--- src/rtl/vliw_pkg.sv ---
// Shared constants, slot map and loader state encoding for the VLIW packet loader.
package vliw_pkg;

  localparam int SLOTS     = 10;
  localparam int INST_W    = 32;
  localparam int PKT_W     = SLOTS * INST_W;
  localparam int MEM_DEPTH = 1024;
  localparam int AW        = 10;
  localparam int SLOT_W    = 4;

  localparam logic [SLOT_W-1:0] SLOT_ADD0  = 4'd0;
  localparam logic [SLOT_W-1:0] SLOT_ADD1  = 4'd1;
  localparam logic [SLOT_W-1:0] SLOT_MUL   = 4'd2;
  localparam logic [SLOT_W-1:0] SLOT_FADD0 = 4'd3;
  localparam logic [SLOT_W-1:0] SLOT_FADD1 = 4'd4;
  localparam logic [SLOT_W-1:0] SLOT_FMUL  = 4'd5;
  localparam logic [SLOT_W-1:0] SLOT_LOGIC = 4'd6;
  localparam logic [SLOT_W-1:0] SLOT_LDR   = 4'd7;
  localparam logic [SLOT_W-1:0] SLOT_STR   = 4'd8;
  localparam logic [SLOT_W-1:0] SLOT_MOV   = 4'd9;

  localparam logic [INST_W-1:0] NOP_INST = '0;

  typedef enum logic [1:0] {
    ST_IDLE = 2'd0,
    ST_FILL = 2'd1,
    ST_EMIT = 2'd2,
    ST_FULL = 2'd3
  } ld_state_e;

  function automatic logic slot_valid(input logic [SLOT_W-1:0] s);
    return s < SLOT_W'(SLOTS);
  endfunction

endpackage

--- src/rtl/vliw_packet_loader_if.sv ---
// Instruction stream in, packet write port out; the loader is the slave side.
interface vliw_packet_loader_if;
  import vliw_pkg::*;

  logic              in_valid;
  logic              in_ready;
  logic [INST_W-1:0] in_inst;
  logic [SLOT_W-1:0] in_slot;
  logic              in_eob;
  logic              wr_en;
  logic [AW-1:0]     wr_addr;
  logic [PKT_W-1:0]  wr_data;

  modport master (
    output in_valid, in_inst, in_slot, in_eob,
    input  in_ready, wr_en, wr_addr, wr_data
  );

  modport slave (
    input  in_valid, in_inst, in_slot, in_eob,
    output in_ready, wr_en, wr_addr, wr_data
  );

endinterface

--- src/rtl/vliw_bundle_reg.sv ---
// Slot array with occupancy bitmap; clear and write may coincide (write wins for its slot).
module vliw_bundle_reg
  import vliw_pkg::*;
(
  input  logic              clk,
  input  logic              rst,
  input  logic              clr,
  input  logic              wr,
  input  logic [SLOT_W-1:0] wr_slot,
  input  logic [INST_W-1:0] wr_inst,
  input  logic [SLOT_W-1:0] q_slot,
  output logic              hit,
  output logic [SLOTS-1:0]  occ,
  output logic [PKT_W-1:0]  pkt
);

  logic [INST_W-1:0] word [SLOTS];

  assign hit = slot_valid(q_slot) && occ[q_slot];

  always_ff @(posedge clk) begin
    if (rst) begin
      occ <= '0;
      for (int k = 0; k < SLOTS; k++) word[k] <= NOP_INST;
    end else begin
      if (clr) occ <= '0;
      if (wr && slot_valid(wr_slot)) begin
        occ[wr_slot]  <= 1'b1;
        word[wr_slot] <= wr_inst;
      end
    end
  end

  // Slot 0 lands in the MSBs; stale words in empty slots are masked to NOP.
  always_comb begin
    pkt = '0;
    for (int k = 0; k < SLOTS; k++)
      pkt[PKT_W-1-k*INST_W -: INST_W] = occ[k] ? word[k] : NOP_INST;
  end

endmodule

--- src/rtl/vliw_packet_loader.sv ---
// Packs slot-tagged instructions into 10-slot packets and writes them to consecutive
// instruction-memory addresses; one bubble per packet, stops at the end of memory.
module vliw_packet_loader
  import vliw_pkg::*;
(
  input  logic                 clk,
  input  logic                 rst,
  input  logic                 start,
  input  logic [AW-1:0]        base_addr,
  input  logic                 flush,
  vliw_packet_loader_if.slave  bus,
  output logic                 busy,
  output logic                 full,
  output logic [AW:0]          pkt_count,
  output logic                 err_slot,
  output logic                 err_dup
);

  ld_state_e state, state_nxt;

  logic [AW-1:0]     wr_ptr;
  logic              pend_vld;
  logic [INST_W-1:0] pend_inst;
  logic [SLOT_W-1:0] pend_slot;
  logic              pend_eob;
  logic [AW-1:0]     last_addr;
  logic [PKT_W-1:0]  last_data;

  logic              b_clr;
  logic              b_wr;
  logic [SLOT_W-1:0] b_slot;
  logic [INST_W-1:0] b_inst;
  logic              hit;
  logic [SLOTS-1:0]  occ;
  logic [PKT_W-1:0]  pkt;

  logic xfer;
  logic set_eslot;
  logic set_edup;
  logic stash;
  logic last_slot;

  assign bus.in_ready = (state == ST_FILL) && !start;
  assign xfer         = bus.in_valid && bus.in_ready;
  assign last_slot    = (wr_ptr == AW'(MEM_DEPTH - 1));

  assign bus.wr_en   = (state == ST_EMIT);
  assign bus.wr_addr = bus.wr_en ? wr_ptr : last_addr;
  assign bus.wr_data = bus.wr_en ? pkt : last_data;
  assign full        = (state == ST_FULL);
  assign busy        = (occ != '0) || pend_vld || (state == ST_EMIT);

  vliw_bundle_reg u_bundle (
    .clk     (clk),
    .rst     (rst),
    .clr     (b_clr),
    .wr      (b_wr),
    .wr_slot (b_slot),
    .wr_inst (b_inst),
    .q_slot  (bus.in_slot),
    .hit     (hit),
    .occ     (occ),
    .pkt     (pkt)
  );

  always_ff @(posedge clk) begin
    if (rst) state <= ST_IDLE;
    else     state <= state_nxt;
  end

  always_comb begin
    state_nxt = state;
    b_clr     = 1'b0;
    b_wr      = 1'b0;
    b_slot    = bus.in_slot;
    b_inst    = bus.in_inst;
    set_eslot = 1'b0;
    set_edup  = 1'b0;
    stash     = 1'b0;
    if (start) begin
      state_nxt = ST_FILL;
      b_clr     = 1'b1;
    end else begin
      case (state)
        ST_FILL: begin
          if (xfer) begin
            if (!slot_valid(bus.in_slot)) begin
              set_eslot = 1'b1;
            end else if (hit) begin
              // Collision closes the current bundle; the new word opens the next one.
              set_edup  = 1'b1;
              stash     = 1'b1;
              state_nxt = ST_EMIT;
            end else begin
              b_wr = 1'b1;
              if (bus.in_eob) state_nxt = ST_EMIT;
            end
          end
          if (flush && ((occ != '0) || b_wr)) state_nxt = ST_EMIT;
        end
        ST_EMIT: begin
          b_clr = 1'b1;
          if (last_slot) begin
            state_nxt = ST_FULL;
          end else begin
            if (pend_vld) begin
              b_wr   = 1'b1;
              b_slot = pend_slot;
              b_inst = pend_inst;
            end
            state_nxt = (pend_vld && pend_eob) ? ST_EMIT : ST_FILL;
          end
        end
        default: ;
      endcase
    end
  end

  always_ff @(posedge clk) begin
    if (rst) begin
      wr_ptr    <= '0;
      pkt_count <= '0;
      err_slot  <= 1'b0;
      err_dup   <= 1'b0;
      pend_vld  <= 1'b0;
      pend_inst <= '0;
      pend_slot <= '0;
      pend_eob  <= 1'b0;
      last_addr <= '0;
      last_data <= '0;
    end else begin
      if (state == ST_EMIT) begin
        last_addr <= wr_ptr;
        last_data <= pkt;
      end
      if (start) begin
        wr_ptr    <= base_addr;
        pkt_count <= '0;
        err_slot  <= 1'b0;
        err_dup   <= 1'b0;
        pend_vld  <= 1'b0;
      end else begin
        if (set_eslot) err_slot <= 1'b1;
        if (set_edup)  err_dup  <= 1'b1;
        if (stash) begin
          pend_vld  <= 1'b1;
          pend_inst <= bus.in_inst;
          pend_slot <= bus.in_slot;
          pend_eob  <= bus.in_eob;
        end
        if (state == ST_EMIT) begin
          wr_ptr    <= wr_ptr + 1'b1;
          pkt_count <= pkt_count + 1'b1;
          pend_vld  <= 1'b0;
        end
      end
    end
  end

endmodule

--- src/flat_wrapper.sv ---
// flat-port wrapper written by rule: the top's interface ports become plain ports
module vliw_packet_loader_flat import vliw_pkg::*;
  (clk, rst, start, base_addr, flush, busy, full, pkt_count, err_slot, err_dup, bus_in_valid, bus_in_inst, bus_in_slot, bus_in_eob, bus_in_ready, bus_wr_en, bus_wr_addr, bus_wr_data);
  vliw_packet_loader_if bus_i ();
  input  logic clk;
  input  logic rst;
  input  logic start;
  input  logic [AW-1:0] base_addr;
  input  logic flush;
  output logic busy;
  output logic full;
  output logic [AW:0] pkt_count;
  output logic err_slot;
  output logic err_dup;
  input wire logic [$bits(bus_i.in_valid)-1:0] bus_in_valid;
  input wire logic [$bits(bus_i.in_inst)-1:0] bus_in_inst;
  input wire logic [$bits(bus_i.in_slot)-1:0] bus_in_slot;
  input wire logic [$bits(bus_i.in_eob)-1:0] bus_in_eob;
  output wire logic [$bits(bus_i.in_ready)-1:0] bus_in_ready;
  output wire logic [$bits(bus_i.wr_en)-1:0] bus_wr_en;
  output wire logic [$bits(bus_i.wr_addr)-1:0] bus_wr_addr;
  output wire logic [$bits(bus_i.wr_data)-1:0] bus_wr_data;
  assign bus_i.in_valid = bus_in_valid;
  assign bus_i.in_inst = bus_in_inst;
  assign bus_i.in_slot = bus_in_slot;
  assign bus_i.in_eob = bus_in_eob;
  assign bus_in_ready = bus_i.in_ready;
  assign bus_wr_en = bus_i.wr_en;
  assign bus_wr_addr = bus_i.wr_addr;
  assign bus_wr_data = bus_i.wr_data;
  vliw_packet_loader u_core (.clk(clk), .rst(rst), .start(start), .base_addr(base_addr), .flush(flush), .bus(bus_i), .busy(busy), .full(full), .pkt_count(pkt_count), .err_slot(err_slot), .err_dup(err_dup));
endmodule
--- config.mk ---
export PLATFORM = sky130hd
export DESIGN_NAME = vliw_packet_loader_flat
export DESIGN_NICKNAME = d
export VERILOG_FILES = /design/src/rtl/vliw_pkg.sv /design/src/rtl/vliw_packet_loader_if.sv /design/src/rtl/vliw_bundle_reg.sv /design/src/rtl/vliw_packet_loader.sv /design/src/flat_wrapper.sv
export SDC_FILE = /design/constraint.sdc
export NUM_CORES = 1
export LEC_CHECK = 0
export BUFFER_PORTS_ARGS = -buffer_cell sky130_fd_sc_hd__buf_2
export CAP_MARGIN = 20
export CELL_PAD_IN_SITES_DETAIL_PLACEMENT = 1
export CELL_PAD_IN_SITES_GLOBAL_PLACEMENT = 2
export CORE_ASPECT_RATIO = 0.75
export CORE_MARGIN = 2
export CORE_UTILIZATION = 35
export CTS_CLUSTER_DIAMETER = 80
export DETAILED_ROUTE_END_ITERATION = 8
export GPL_TIMING_DRIVEN = 0
export PLACE_DENSITY_LB_ADDON = 0.08
export SLEW_MARGIN = 25
export SYNTH_ARGS = -nofsm -noshare
export SYNTH_HDL_FRONTEND = slang
export SYNTH_HIERARCHICAL = 1
export SYNTH_SLANG_ARGS = --single-unit
--- constraint.sdc ---
create_clock -name clk -period 5.04 [get_ports clk]
set_input_delay 0 -clock clk [delete_from_list [all_inputs] [get_ports clk]]
set_output_delay 0 -clock clk [all_outputs]
set_load 0.02 [all_outputs]
# After elaboration in Yosys (flattened, before gate mapping)
# Memory sizes are Yosys's and may differ from the RTL's.
# Index checks and enable logic that the tools add are counted.
# word_totals
elab_cells	120
out_inout_bits	347
ff_bits	403
inputBits	52
mem_bits_rw	320
mem_count	1
# op_classes
n_bitwise	2
n_addsub	2
eq_ne	10
n_reduce_logical	21
muxes	66
order_cmp	5
# mem_list
name	words	word_bits	read_ports	rd_clocked_by_memory_dff	write_ports	line	source
u_core.u_bundle.word	10	32	10	0	10	vliw_bundle_reg.sv:17	logic [INST_W-1:0] word [SLOTS];
# ops
op	n
$mux W32	15
$mux W320	1
$mux W10	6
$reduce_or A32 Y1	1
$mux W1	28
$mux W4	5
$mux W2	7
$add A11 B1 Y11 const B	1
$add A10 B1 Y10 const B	1
$eq A10 B10 Y1 const B	1
$lt A4 B5 Y1 const B	2
$or A10 B10 Y10	1
$reduce_bool A10 Y1	1
$lt A4 B4 Y1 const B	2
$ne A4 B3 Y1 const B	2
$reduce_and A4 Y1	2
$logic_and A1 B1 Y1	7
$ne A5 B4 Y1 const B	1
$bmux W1 S4	1
$demux W1 S4	1
$eq A2 B2 Y1 const B	2
$ge A4 B1 Y1 const B	1
$ne A4 B4 Y1 const B	1
$pmux W2 S2	1
12 further kinds	15

# Logic depth before layout (Yosys ltp)
# Gate-level depths: netlist of the first run.
# logic_depth
depth_word	16
depth_mapped	11
ltp_nobuf	9

# By module
# Netlist of the first run, hierarchy kept.
# modules_own_cells
module	area_per_inst_um2	n_inst	seq_area_each_um2	cells_per_inst
vliw_packet_loader	15961.6	1	7867.5	1434
vliw_bundle_reg	14505.2	1	9809.4	1103

# Worst setup path after synthesis of the first run
# No wires, ideal clock.
# synth_path
path_kind	register -> register
startpoint	register u_core.wr_ptr[2]
endpoint	memory u_core.u_bundle.word[5][0] (enable)
arrival_ns	4.309
slack_ns	0.261
path_buffers	1
setup_time_ns	0.470
path_stages_with_launch	8
period_less_slack_ns	4.779
required_ns	4.570
cell_sequence	dfxtp_1 > nand4_4 > or3_4 > nand4_4 > buf_12 > mux2_4 > nand2b_1 > o31ai_1
# synth_lines
item	line	source
start: declaration	vliw_packet_loader.sv:21	logic [AW-1:0] wr_ptr;
start signal: assignment	vliw_packet_loader.sv:137	wr_ptr <= base_addr;
start signal: assignment	vliw_packet_loader.sv:152	wr_ptr <= wr_ptr + 1'b1;
end: declaration	vliw_bundle_reg.sv:17	

==> load_flow_metrics.sql, run 1 <==
INSERT INTO impl_metrics (metric_group, metric, value, unit) VALUES
('route', 'drtPass1Iterations', '5', ''),
('synth', 'syn_area', '0.0305', 'mm2'),
('synth', 'synth-warning-count', '6', ''),
('cts', 'cts.clk_slew.worst_paths', '0.06', 'ns'),
('synth', 'synth_async_sr_flop_share', '0', ''),
('placement', 'port_buffers', '398', ''),
('worst_setup_path', 'critical_path.slowest_cell', 'sky130_fd_sc_hd__nor3_1', ''),
('cts', 'clk-insertion-delay-late', '0.64', 'ns'),
('cells_and_area', 'final.fill_count', '9248', ''),
('timing', 'setup_tns', '0', 'ns'),
('synth', 'post_synth_num_cell_types', '53', ''),
('route', 'post_drt_via_cell_ratio', '4.82', ''),
('grt', 'grt_first_pass_wirelength', '147000', 'um'),
('route', 'wl_final', '102000', 'um'),
('cts', 'clock_sink_count', '723', ''),
('grt', 'grt_pass1_vias', '21800', ''),
('synth', 'synth-seq-cells', '723', ''),
('die', 'floorplan.initialDensity', '0.354', ''),
('synth', 'synth_top_area_frac', '0.315', ''),
('worst_setup_path', 'worst-endpoint-arrival', '4.79', 'ns'),
('synth', 'synth-seq-area-share', '0.580', ''),
('route', 'post_drt_wl_per_cell', '23.7', 'um'),
('cells_and_area', 'nets', '3133', ''),
('die', 'core-area', '0.0860', 'mm2'),
('worst_setup_path', 'critical_path.cell_chain', 'mux4_2 > o22ai_1 > o22ai_1 > and4b_1 > a31oi_1 > nor3_1 > nand4b_1 > nor2_1 > clkbuf_1 > and2_1', ''),
('worst_setup_path', 'timing.critical_path.to_type', 'register', ''),
('worst_setup_path', 'worstSetupStartpointType', 'register', ''),
('timing', 'worst_clk_skew', '0.0175', 'ns'),
('synth', 'synth_most_common_cell', 'sky130_fd_sc_hd__and2_1', ''),
('power', 'max_vdd_drop', '0.217', 'mV'),
('cts', 'ctsResizeCount', '0', ''),
('timing', 'fin_crit', '4.30', 'ns'),
('synth', 'synth.largest_area_cell', 'sky130_fd_sc_hd__edfxtp_1', ''),
('cells_and_area', 'fraction_of_layout_instances_using_a_drive_strength_above_1', '0.306', ''),
('route', 'count_of_unresolved_drc_violations_after_routing', '0', ''),
('die', 'die_y', '260', 'um'),
('timing', 'slew-limit-headroom', '0.274', ''),
('timing', 'tightestPinTransition', '1.09', 'ns'),
('cells_and_area', 'final_cell_count_no_fill', '4307', ''),
('job', 'maxCapViolations', '0', ''),
('placement', 'dp_hpwl', '69000', 'um'),
('synth', 'synth.cells.most_frequent', '639 x sky130_fd_sc_hd__and2_1, 403 x sky130_fd_sc_hd__dfxtp_1, 337 x sky130_fd_sc_hd__mux2_2', ''),
('status', 'outcome', 'finished, final reports clean', ''),
('route', 'drt_first_iter_violations', '1212', ''),
('synth', 'synth_cells', '2537', ''),
('cts', 'ctsRootBufferMaster', 'sky130_fd_sc_hd__clkbuf_16', ''),
('cells_and_area', 'syn2layout_area_growth', '22.3', '%'),
('placement', 'place_inst', '4083', ''),
('worst_setup_path', 'kind_of_critical_path', 'register to register', ''),
('worst_setup_path', 'worst-path-max-fanout', '10', ''),
('cts', 'cts_htree_levels', '3', ''),
('placement', 'globalplace.congestion', '0.748', ''),
('grt', 'pin_count_of_the_biggest_net_entering_global_routing', '33', ''),
('timing', 'final_hold_viol_count', '0', ''),
('grt', 'grtUsageTotal', '0.227', ''),
('worst_setup_path', 'worst-endpoint-required', '5.54', 'ns'),
('power', 'power_per_cell_area', '340', 'mW/mm2'),
('cts', 'cts.repair_timing.setup_buffer_count', '0', ''),
('die', 'die-area', '0.0894', 'mm2'),
('grt', 'grt-ovfl-total', '0', ''),
('die', 'ios', '399', ''),
('cts', 'clock_tree.buffer_depth', '3', ''),
('synth', 'synth_nets', '2594', ''),
('timing', 'final_min_period_over_clock_period', '0.852', ''),
('worst_setup_path', 'critical_path.max_stage_delay', '0.74', 'ns'),
('route', 'detail-route-antenna-nets', '0', ''),
('timing', 'slew_violations', '0', ''),
('die', 'placement_rows', '93', ''),
('synth', 'most_instantiated_flip_flop_cell_in_the_synthesis_netlist', 'sky130_fd_sc_hd__dfxtp_1', ''),
('worst_setup_path', 'critical_path_buf_inv_count', '1', ''),
('worst_setup_path', 'critPathMostFrequentCell', 'sky130_fd_sc_hd__o22ai_1', '');
-- state kept, by name, summed over array words and instances, names as in the netlist --
register and count:
u_core/pend_inst 32, u_core/pend_eob 1, u_core/u_bundle/occ 10, u_core/err_dup 1
u_core/u_bundle/word 320, u_core/state 2, u_core/pend_vld 1, u_core/pend_slot 4
u_core/pkt_count 11, u_core/err_slot 1, u_core/wr_ptr 10, u_core/last_data 320
u_core/last_addr 10
-- worst min-delay path: cells and delay by family --
kind / cells / cell delay [ns]
buffers and inverters: 2 / 0.47
AOI/OAI and AO/OA: 1 / 0.20
-- area by class of cell --
| class | instances | area [um2] | share of cell area |
|---|---|---|---|
| Tap cell | 1140 | 1430 | 0.0383 |
| Antenna cell | 26 | 65.1 | 0.00175 |
| Buffer | 160 | 703 | 0.0189 |
| Clock inverter | 34 | 280 | 0.00752 |
| Sequential cell | 723 | 17700 | 0.474 |
| Clock buffer | 111 | 2260 | 0.0607 |
| Inverter | 11 | 41.3 | 0.00111 |
| Timing Repair Buffer | 459 | 2680 | 0.0720 |
| Multi-Input combinational cell | 1643 | 12100 | 0.325 |
-- placed cells by master, fill, tap and decap left out, types with 4 or more instances in the layout --
cell type and instances:
sky130_fd_sc_hd__bufinv_16 4, sky130_fd_sc_hd__dfxtp_1 403, sky130_fd_sc_hd__clkinv_1 13, sky130_fd_sc_hd__mux2_2 337
sky130_fd_sc_hd__nand2b_1 14, sky130_fd_sc_hd__a21oi_1 51, sky130_fd_sc_hd__dlygate4sd3_1 53, sky130_fd_sc_hd__a211oi_1 5
sky130_fd_sc_hd__nand3_1 6, sky130_fd_sc_hd__clkbuf_16 83, sky130_fd_sc_hd__nand2_1 89, sky130_fd_sc_hd__xor2_1 8
sky130_fd_sc_hd__diode_2 26, sky130_fd_sc_hd__o21ai_0 5, sky130_fd_sc_hd__nand4_1 8, sky130_fd_sc_hd__xnor2_1 8
sky130_fd_sc_hd__clkbuf_8 8, sky130_fd_sc_hd__clkinv_2 13, sky130_fd_sc_hd__and3_1 4, sky130_fd_sc_hd__nand2_2 7
sky130_fd_sc_hd__mux2i_1 5, sky130_fd_sc_hd__buf_2 438, sky130_fd_sc_hd__mux2_4 30, sky130_fd_sc_hd__nor2b_1 334
sky130_fd_sc_hd__or2_2 4, sky130_fd_sc_hd__ha_1 5, sky130_fd_sc_hd__buf_16 4, sky130_fd_sc_hd__nor2_1 30
sky130_fd_sc_hd__clkbuf_1 132, sky130_fd_sc_hd__nor3_1 7, sky130_fd_sc_hd__and2_1 639, sky130_fd_sc_hd__edfxtp_1 320
sky130_fd_sc_hd__buf_12 4, sky130_fd_sc_hd__inv_1 10
-- routing by layer --
metal	global-route usage	vias to the layer above	routed length (um)
li1	-	9577	-
met2	0.373	528	48700
met4	0.0564	2	1960
met3	0.0415	116	6500
met1	0.308	10500	44900
met5	0	-	13
-- timing repair --
item                                   CTS  global route
endpoints found under the hold margin   49             0
hold buffers                            53             0
setup endpoints to repair                0             0
-- report_power, final --
| group | switching [mW] | leakage, nW | internal [mW] | total, mW |
|---|---|---|---|---|
| Clock | 2.42 | 1.25 | 3.34 | 5.76 |
| Combinational | 0.462 | 8.08 | 0.195 | 0.657 |
| Sequential | 0.0322 | 6.55 | 6.20 | 6.24 |
| Total | 2.92 | 15.9 | 9.74 | 12.7 |
-- worst paths after layout --
check                                         start                                   endpoint  slack, ns  cells past startpoint
setup reg to reg  u_core/u_bundle/occ[1]$_SDFF_PP0_  u_core/u_bundle/word[7][22]$_SDFFCE_PN0P_       0.74                     10
hold reg to reg    u_core/pend_inst[0]$_SDFFE_PP0P_           u_core/pend_inst[0]$_SDFFE_PP0P_       0.46                      2
hold / removal                                  rst          u_core/u_bundle/occ[9]$_SDFF_PP0_       0.07                      3
setup / recovery  u_core/u_bundle/occ[1]$_SDFF_PP0_  u_core/u_bundle/word[7][22]$_SDFFCE_PN0P_       0.74                     10
-- metrics by stage --
step / setup WS [ns] / utilization / cell area, um2 / power, mW
6_report: 0.745 / 0.433 / 37300 / 12.7
5_1_grt: 0.434 / 0.433 / 37200 / 13.1
4_1_cts: 0.698 / 0.433 / 37200 / 12.8
3_5_place_dp: 0.720 / 0.397 / 34100 / 7.00
3_3_place_gp: -1.90 / 0.394 / 33900 / 6.97
2_1_floorplan: 0.261 / - / 30500 / 6.67
-- cells by family after synthesis --
| logic type | count (synthesis) | share of synthesized area |
|---|---|---|
| and+or+nand+nor | 1168 | 0.232 |
| DFF | 723 | 0.580 |
| muxes | 373 | 0.142 |
| buffers and inverters | 171 | 0.0244 |
| AOI/OAI and AO/OA | 81 | 0.0152 |
| xor gates and xnor gates | 16 | 0.00460 |
| adders and majority gates | 5 | 0.00205 |
(Power assumes the default switching activity.)
==> run 2: changes to the inputs <==
PLACE_DENSITY = 0.84   (was not set)
PLACE_DENSITY_LB_ADDON = not set   (was 0.08)
==> run 2 against run 1 <==
  * Cell count about the same
  * Critical endpoint is now u_core/u_bundle/word[6][28]$_SDFFCE_PN0P_
  * Largest cell class unchanged
  * Sequential cell count unchanged
  * Worst setup slack got worse by 0.077 ns
  * Clock power grew 1%
  * Largest power group unchanged
  * Combinational power about the same
  * Utilization hardly changed
  * Count of clock-buffer cells in the layout grew 13
==> load_flow_metrics.sql, run 2 (synthesis gave the netlist of run 1 again) <==
INSERT INTO impl_metrics (metric_group, metric, value, unit) VALUES
('status', 'outcome', 'finished, final reports clean', ''),
('worst_setup_path', 'worst-endpoint-required', '5.53', 'ns'),
('placement', 'placed_cell_area', '0.0341', 'mm2'),
('worst_hold_path', 'hold_path_class', 'primary input to register', ''),
('die', 'floorplan.initialDensity', '0.354', ''),
('power', 'max_vdd_drop', '0.233', 'mV'),
('grt', 'grt_pass1_vias', '22000', ''),
('timing', 'slew_violations', '0', ''),
('timing', 'slew-limit-headroom', '0.309', ''),
('placement', 'dp_hpwl', '69900', 'um'),
('cells_and_area', 'final_common_cell', 'sky130_fd_sc_hd__and2_1', ''),
('worst_setup_path', 'worst-endpoint-arrival', '4.87', 'ns'),
('cts', 'ctsResizeCount', '0', ''),
('timing', 'tightestPinTransition', '1.04', 'ns'),
('die', 'die-area', '0.0894', 'mm2'),
('cts', 'cts.repair_timing.setup_buffer_count', '0', ''),
('cells_and_area', 'syn2layout_area_growth', '22.3', '%'),
('die', 'core-area', '0.0860', 'mm2'),
('timing', 'fin_worst_hold_slack', '0.0563', 'ns'),
('placement', 'port_buffers', '398', ''),
('cts', 'cts_tree', 'built', ''),
('cells_and_area', 'layout.cell_area.non_filler', '0.0373', 'mm2'),
('die', 'placement_rows', '93', ''),
('worst_setup_path', 'timing.critical_path.to_type', 'register', ''),
('cts', 'clock_tree.buffer_depth', '3', ''),
('cts', 'cts_hold_repair.buffers', '54', ''),
('route', 'drt_first_iter_violations', '1579', ''),
('route', 'post_drt_wl_per_cell', '23.8', 'um'),
('cells_and_area', 'nets', '3132', ''),
('grt', 'met1_routing_resource_usage_after_global_routing', '0.299', ''),
('worst_setup_path', 'kind_of_critical_path', 'register to register', ''),
('route', 'via_count', '21000', ''),
('die', 'die_width', '345', 'um'),
('grt', 'grt_use_met3', '0.0549', ''),
('job', 'maxCapViolations', '0', ''),
('worst_setup_path', 'worstSetupStartpointType', 'register', ''),
('cells_and_area', 'highest_count_cells_in_the_layout_ignoring_fill_and_taps', '639 x sky130_fd_sc_hd__and2_1, 438 x sky130_fd_sc_hd__buf_2, 403 x sky130_fd_sc_hd__dfxtp_1', ''),
('grt', 'pin_count_of_the_biggest_net_entering_global_routing', '33', ''),
('cts', 'cts_htree_levels', '3', ''),
('die', 'ios', '399', ''),
('cells_and_area', 'fraction_of_layout_instances_using_a_drive_strength_above_1', '0.306', ''),
('cts', 'cts.clk_slew.worst_paths', '0.06', 'ns'),
('route', 'drtPass1Iterations', '5', ''),
('timing', 'rsz_0062_raised_after_global_routing', 'no', ''),
('route', 'wl_final', '103000', 'um'),
('grt', 'grtUsageTotal', '0.226', ''),
('route', 'count_of_unresolved_drc_violations_after_routing', '0', ''),
('timing', 'setup-violations-final', '0', ''),
('timing', 'final_min_period_over_clock_period', '0.868', ''),
('power', 'power_per_cell_area', '342', 'mW/mm2'),
('die', 'die_y', '260', 'um'),
('cts', 'ctsRootBufferMaster', 'sky130_fd_sc_hd__clkbuf_16', ''),
('cells_and_area', 'top_regs', 'u_core/last_data x320, u_core/u_bundle/word x320, u_core/pend_inst x32', ''),
('route', 'detail-route-antenna-nets', '0', ''),
('cts', 'cts-buffers-inserted', '79', ''),
('route', 'post_drt_via_cell_ratio', '4.87', ''),
('grt', 'number_of_antenna_violations_at_the_first_check_in_global_routing', '30', ''),
('grt', 'grt_first_pass_wirelength', '146000', 'um'),
('timing', 'max_clock_freq', '229', 'MHz'),
('timing', 'fin_crit', '4.37', 'ns'),
('grt', 'busiest_layer', 'met2', ''),
('worst_setup_path', 'worst-path-max-fanout', '10', ''),
('cts', 'clock_sink_count', '723', ''),
('placement', 'globalplace.congestion', '0.822', ''),
('grt', 'grt-ovfl-total', '0', ''),
('timing', 'final_hold_viol_count', '0', ''),
('timing', 'worst_clk_skew', '0.0172', 'ns'),
('cts', 'clk-insertion-delay-late', '0.64', 'ns'),
('grt', 'met2_usage', '0.363', ''),
('power', 'p_leak', '15.9', 'nW');
## run 2: cell type report
| type | instances | area, um2 |
|---|---|---|
| fillers | 9282 | 48700 |
| flip-flops and latches | 723 | 17700 |
| multi-input cells | 1643 | 12100 |
| repair buffers | 457 | 2630 |
| clock buffers | 124 | 2410 |
| well taps | 1140 | 1430 |
| plain buffers | 160 | 707 |
| clock inverters | 24 | 190 |
| diodes | 23 | 57.6 |
| inverters | 11 | 41.3 |
## run 2: metrics by stage
step	utilization	power (mW)	worst slack, ns	TNS [ns]	instances
2_1_floorplan	-	6.67	0.261	0	2537
3_3_place_gp	0.394	6.96	-1.56	-146.50	4075
6_report	0.433	12.7	0.668	0	4305
5_1_grt	0.433	13.1	0.484	0	4284
4_1_cts	0.433	12.9	0.699	0	4282
3_5_place_dp	0.396	6.99	0.778	0	4080
## run 2: worst max-delay path, cell delays in order (launching register included)
cell and delay (ns):
sky130_fd_sc_hd__dfxtp_1 0.46, sky130_fd_sc_hd__mux4_2 0.52, sky130_fd_sc_hd__o22ai_1 0.17, sky130_fd_sc_hd__o22ai_1 0.18, sky130_fd_sc_hd__and4b_1 0.31, sky130_fd_sc_hd__a31oi_1 0.06
sky130_fd_sc_hd__nor3_1 0.76, sky130_fd_sc_hd__nand4b_1 0.51, sky130_fd_sc_hd__nor3_2 0.65, sky130_fd_sc_hd__clkbuf_1 0.39, sky130_fd_sc_hd__and2_1 0.22
## run 2: layer usage
layer / share of wire / vias to the layer above
li1: - / 9577
met1: 0.43 / 10500
met2: 0.47 / 705
met3: 0.082 / 140
met4: 0.026 / 2
met5: 0.00013 / -
## run 2: path summary, 6_finish.rpt
check | startpoint | end | slack [ns] | cells past startpoint
setup / recovery | u_core/u_bundle/occ[4]$_SDFF_PP0_ | u_core/u_bundle/word[6][28]$_SDFFCE_PN0P_ | 0.67 | 10
hold reg to reg | u_core/pend_inst[28]$_SDFFE_PP0P_ | u_core/pend_inst[28]$_SDFFE_PP0P_ | 0.46 | 2
hold / removal | rst | u_core/u_bundle/occ[0]$_SDFF_PP0_ | 0.06 | 3
setup reg to reg | u_core/u_bundle/occ[4]$_SDFF_PP0_ | u_core/u_bundle/word[6][28]$_SDFFCE_PN0P_ | 0.67 | 10
## run 2: report_power, final
| part | leakage, nW | internal [mW] | switching, mW |
|---|---|---|---|
| clock network | 1.27 | 3.41 | 2.43 |
| registers | 6.55 | 6.21 | 0.0344 |
| logic | 8.07 | 0.192 | 0.463 |
==> run 3: changes to the inputs <==
PLACE_DENSITY = 0.83   (was 0.84)
==> run 3 against run 2 <==
  * Sequential power about the same
  * Largest power group unchanged
  * Highest routed layer unchanged
  * Clock skew decreased by 0.0042 ns
  * Sequential share of layout area increased by 0.14 points
==> load_flow_metrics.sql, run 3 (synthesis gave the netlist of run 1 again) <==
INSERT INTO impl_metrics (metric_group, metric, value, unit) VALUES
('worst_setup_path', 'critical_path.cell_chain', 'mux4_2 > o22ai_1 > o22ai_1 > and4b_1 > a31oi_1 > nor3_1 > nand4b_1 > nor2_1 > clkbuf_1 > and2_1', ''),
('grt', 'grt_first_pass_wirelength', '146000', 'um'),
('worst_setup_path', 'path_delay_family', 'simple AND/OR/NAND/NOR gates', ''),
('worst_setup_path', 'r2r_cells', '10', ''),
('route', 'count_of_unresolved_drc_violations_after_routing', '0', ''),
('placement', 'dp_hpwl', '70100', 'um'),
('cells_and_area', 'syn2layout_area_growth', '22.0', '%'),
('worst_setup_path', 'worst-endpoint-arrival', '4.68', 'ns'),
('route', 'post_drt_wl_per_cell', '23.7', 'um'),
('route', 'drt_first_iter_violations', '1632', ''),
('die', 'core-area', '0.0860', 'mm2'),
('timing', 'fin_worst_hold_slack', '0.0591', 'ns'),
('cells_and_area', 'nets', '3129', ''),
('die', 'ios', '399', ''),
('placement', 'port_buffers', '398', ''),
('cells_and_area', 'highest_count_cells_in_the_layout_ignoring_fill_and_taps', '639 x sky130_fd_sc_hd__and2_1, 438 x sky130_fd_sc_hd__buf_2, 403 x sky130_fd_sc_hd__dfxtp_1', ''),
('cells_and_area', 'final.fill_count', '9245', ''),
('worst_hold_path', 'hold_path_class', 'primary input to register', ''),
('grt', 'grtUsageTotal', '0.224', ''),
('cts', 'cts.clk_slew.worst_paths', '0.06', 'ns'),
('timing', 'final_hold_viol_count', '0', ''),
('timing', 'tightestPinTransition', '1.07', 'ns'),
('power', 'p_leak', '15.9', 'nW'),
('status', 'outcome', 'finished, final reports clean', ''),
('route', 'via_count', '20800', ''),
('cts', 'cts_tree', 'built', ''),
('worst_setup_path', 'worstSetupStartpointType', 'register', ''),
('worst_setup_path', 'critical_path.reg2reg.startpoint', 'u_core/u_bundle/occ[4]$_SDFF_PP0_', ''),
('worst_setup_path', 'kind_of_critical_path', 'register to register', ''),
('die', 'floorplan.initialDensity', '0.354', ''),
('timing', 'slew_violations', '0', ''),
('cts', 'clock_sink_count', '723', ''),
('worst_setup_path', 'worst-endpoint-required', '5.53', 'ns'),
('grt', 'grt_pass1_vias', '21800', ''),
('die', 'placement_rows', '93', ''),
('timing', 'final_min_period_over_clock_period', '0.833', ''),
('cts', 'clk-insertion-delay-late', '0.63', 'ns'),
('worst_setup_path', 'reg2reg_to', 'u_core/u_bundle/word[7][22]$_SDFFCE_PN0P_', ''),
('placement', 'globalplace.congestion', '0.817', ''),
('power', 'power_per_cell_area', '341', 'mW/mm2'),
('cts', 'cts.repair_timing.setup_buffer_count', '0', ''),
('worst_setup_path', 'cp.depth', '10', ''),
('timing', 'max_clock_freq', '238', 'MHz'),
('power', 'max_vdd_drop', '0.191', 'mV'),
('cts', 'ctsRootBufferMaster', 'sky130_fd_sc_hd__clkbuf_16', ''),
('cells_and_area', 'final_common_cell', 'sky130_fd_sc_hd__and2_1', ''),
('cts', 'clock_tree.buffer_depth', '3', ''),
('cells_and_area', 'top_regs', 'u_core/last_data x320, u_core/u_bundle/word x320, u_core/pend_inst x32', ''),
('route', 'detail-route-antenna-nets', '0', ''),
('die', 'die_y', '260', 'um'),
('job', 'maxCapViolations', '0', ''),
('worst_setup_path', 'critical_path_buf_inv_count', '1', ''),
('worst_setup_path', 'cp-startpoint', 'u_core/u_bundle/occ[4]$_SDFF_PP0_', ''),
('timing', 'fin_crit', '4.20', 'ns'),
('grt', 'grt-ovfl-total', '0', ''),
('placement', 'placed_cell_area', '0.0340', 'mm2'),
('cts', 'cts_htree_levels', '3', ''),
('worst_setup_path', 'critPathMostFrequentCell', 'sky130_fd_sc_hd__o22ai_1', ''),
('die', 'die-area', '0.0894', 'mm2'),
('power', 'report.power.total', '12.7', 'mW'),
('route', 'wl_final', '102000', 'um'),
('cells_and_area', 'layout.cell_area.non_filler', '0.0372', 'mm2'),
('cts', 'cts-buffers-inserted', '78', ''),
('grt', 'number_of_antenna_violations_at_the_first_check_in_global_routing', '32', ''),
('worst_setup_path', 'regToRegSetupSlack', '0.84', 'ns'),
('timing', 'slew-limit-headroom', '0.290', ''),
('cells_and_area', 'fraction_of_layout_instances_using_a_drive_strength_above_1', '0.307', ''),
('worst_setup_path', 'worst-path-max-fanout', '10', ''),
('grt', 'pin_count_of_the_biggest_net_entering_global_routing', '33', ''),
('route', 'drtPass1Iterations', '5', ''),
('route', 'post_drt_via_cell_ratio', '4.86', ''),
('timing', 'rsz_0062_raised_after_global_routing', 'no', ''),
('die', 'die_width', '345', 'um'),
('worst_setup_path', 'critical_path.slowest_cell', 'sky130_fd_sc_hd__nor3_1', ''),
('worst_setup_path', 'critical_path.max_stage_delay', '0.72', 'ns'),
('worst_setup_path', 'crit_end', 'u_core/u_bundle/word[7][22]$_SDFFCE_PN0P_', ''),
('timing', 'setup-violations-final', '0', ''),
('worst_setup_path', 'timing.critical_path.to_type', 'register', ''),
('timing', 'worst_clk_skew', '0.0129', 'ns');
[run 3: changes by cell type in the layout (fill, tap and decap cells not counted), sizes merged]
cell | previous run | this run
buf | 448 | 447
bufinv | 2 | 4
clkbuf | 239 | 227
clkinv | 17 | 24
clkinvlp | 2 | 1
diode | 23 | 6
dlygate4sd3 | 54 | 53
[run 3: how the worst min path moves through the flow]
stage	from	to	slack [ns]	depth (start not counted)
floorplan	bus_in_inst[0]	u_core/pend_inst[0]$_SDFFE_PP0P_	0.14	2
global placement	base_addr[1]	u_core/wr_ptr[1]$_SDFFE_PP0N_	0.25	3
detailed placement	bus_in_inst[10]	u_core/pend_inst[10]$_SDFFE_PP0P_	0.26	3
CTS	rst	u_core/u_bundle/occ[4]$_SDFF_PP0_	0.01	3
global route	rst	u_core/u_bundle/occ[8]$_SDFF_PP0_	0.07	3
finish	rst	u_core/u_bundle/occ[8]$_SDFF_PP0_	0.06	3
[run 3: timing repair]
item	4_1_cts	5_1_grt
endpoints found under the hold margin	49	0
resized for setup	0	0
hold buffers	53	0
setup endpoints to repair	0	0
[run 3: final cells by class]
| cell class | instances | area [um2] | area share |
|---|---|---|---|
| plain buffers | 160 | 706 | 0.0190 |
| repair buffers | 455 | 2600 | 0.0701 |
| inverters | 11 | 41.3 | 0.00111 |
| diodes | 6 | 15.0 | 0.000404 |
| clock buffers | 112 | 2270 | 0.0610 |
| flip-flops and latches | 723 | 17700 | 0.476 |
| well taps | 1140 | 1430 | 0.0384 |
| multi-input cells | 1643 | 12100 | 0.326 |
| clock inverters | 32 | 299 | 0.00805 |
[run 3: metrics by stage]
| stage | setup TNS (ns) | worst slack, ns | instances | utilization |
|---|---|---|---|---|
| global route | 0 | 0.587 | 4276 | 0.432 |
| CTS | 0 | 0.878 | 4276 | 0.432 |
| finish | 0 | 0.843 | 4282 | 0.432 |
| detailed placement | 0 | 0.902 | 4079 | 0.396 |
| floorplan | 0 | 0.261 | 2537 | - |
| global placement | -150.38 | -1.64 | 4075 | 0.394 |
[run 3: where the power goes]
part	switching (mW)	total (mW)	internal [mW]
clock	2.43	5.79	3.36
sequential	0.0343	6.24	6.21
combinational	0.457	0.647	0.190
total	2.92	12.7	9.75
[run 3: routing by layer]
metal | vias up | share of wire | global-route usage
li1 | 9534 | - | -
met1 | 10500 | 0.45 | 0.310
met2 | 631 | 0.47 | 0.367
met3 | 113 | 0.066 | 0.0358
met4 | 6 | 0.018 | 0.0506
met5 | - | 0.00035 | 0
[run 3: worst min-delay path, cell delays in order]
cell                      delay, ns
sky130_fd_sc_hd__buf_2         0.16
sky130_fd_sc_hd__buf_1         0.29
sky130_fd_sc_hd__a21oi_1       0.19
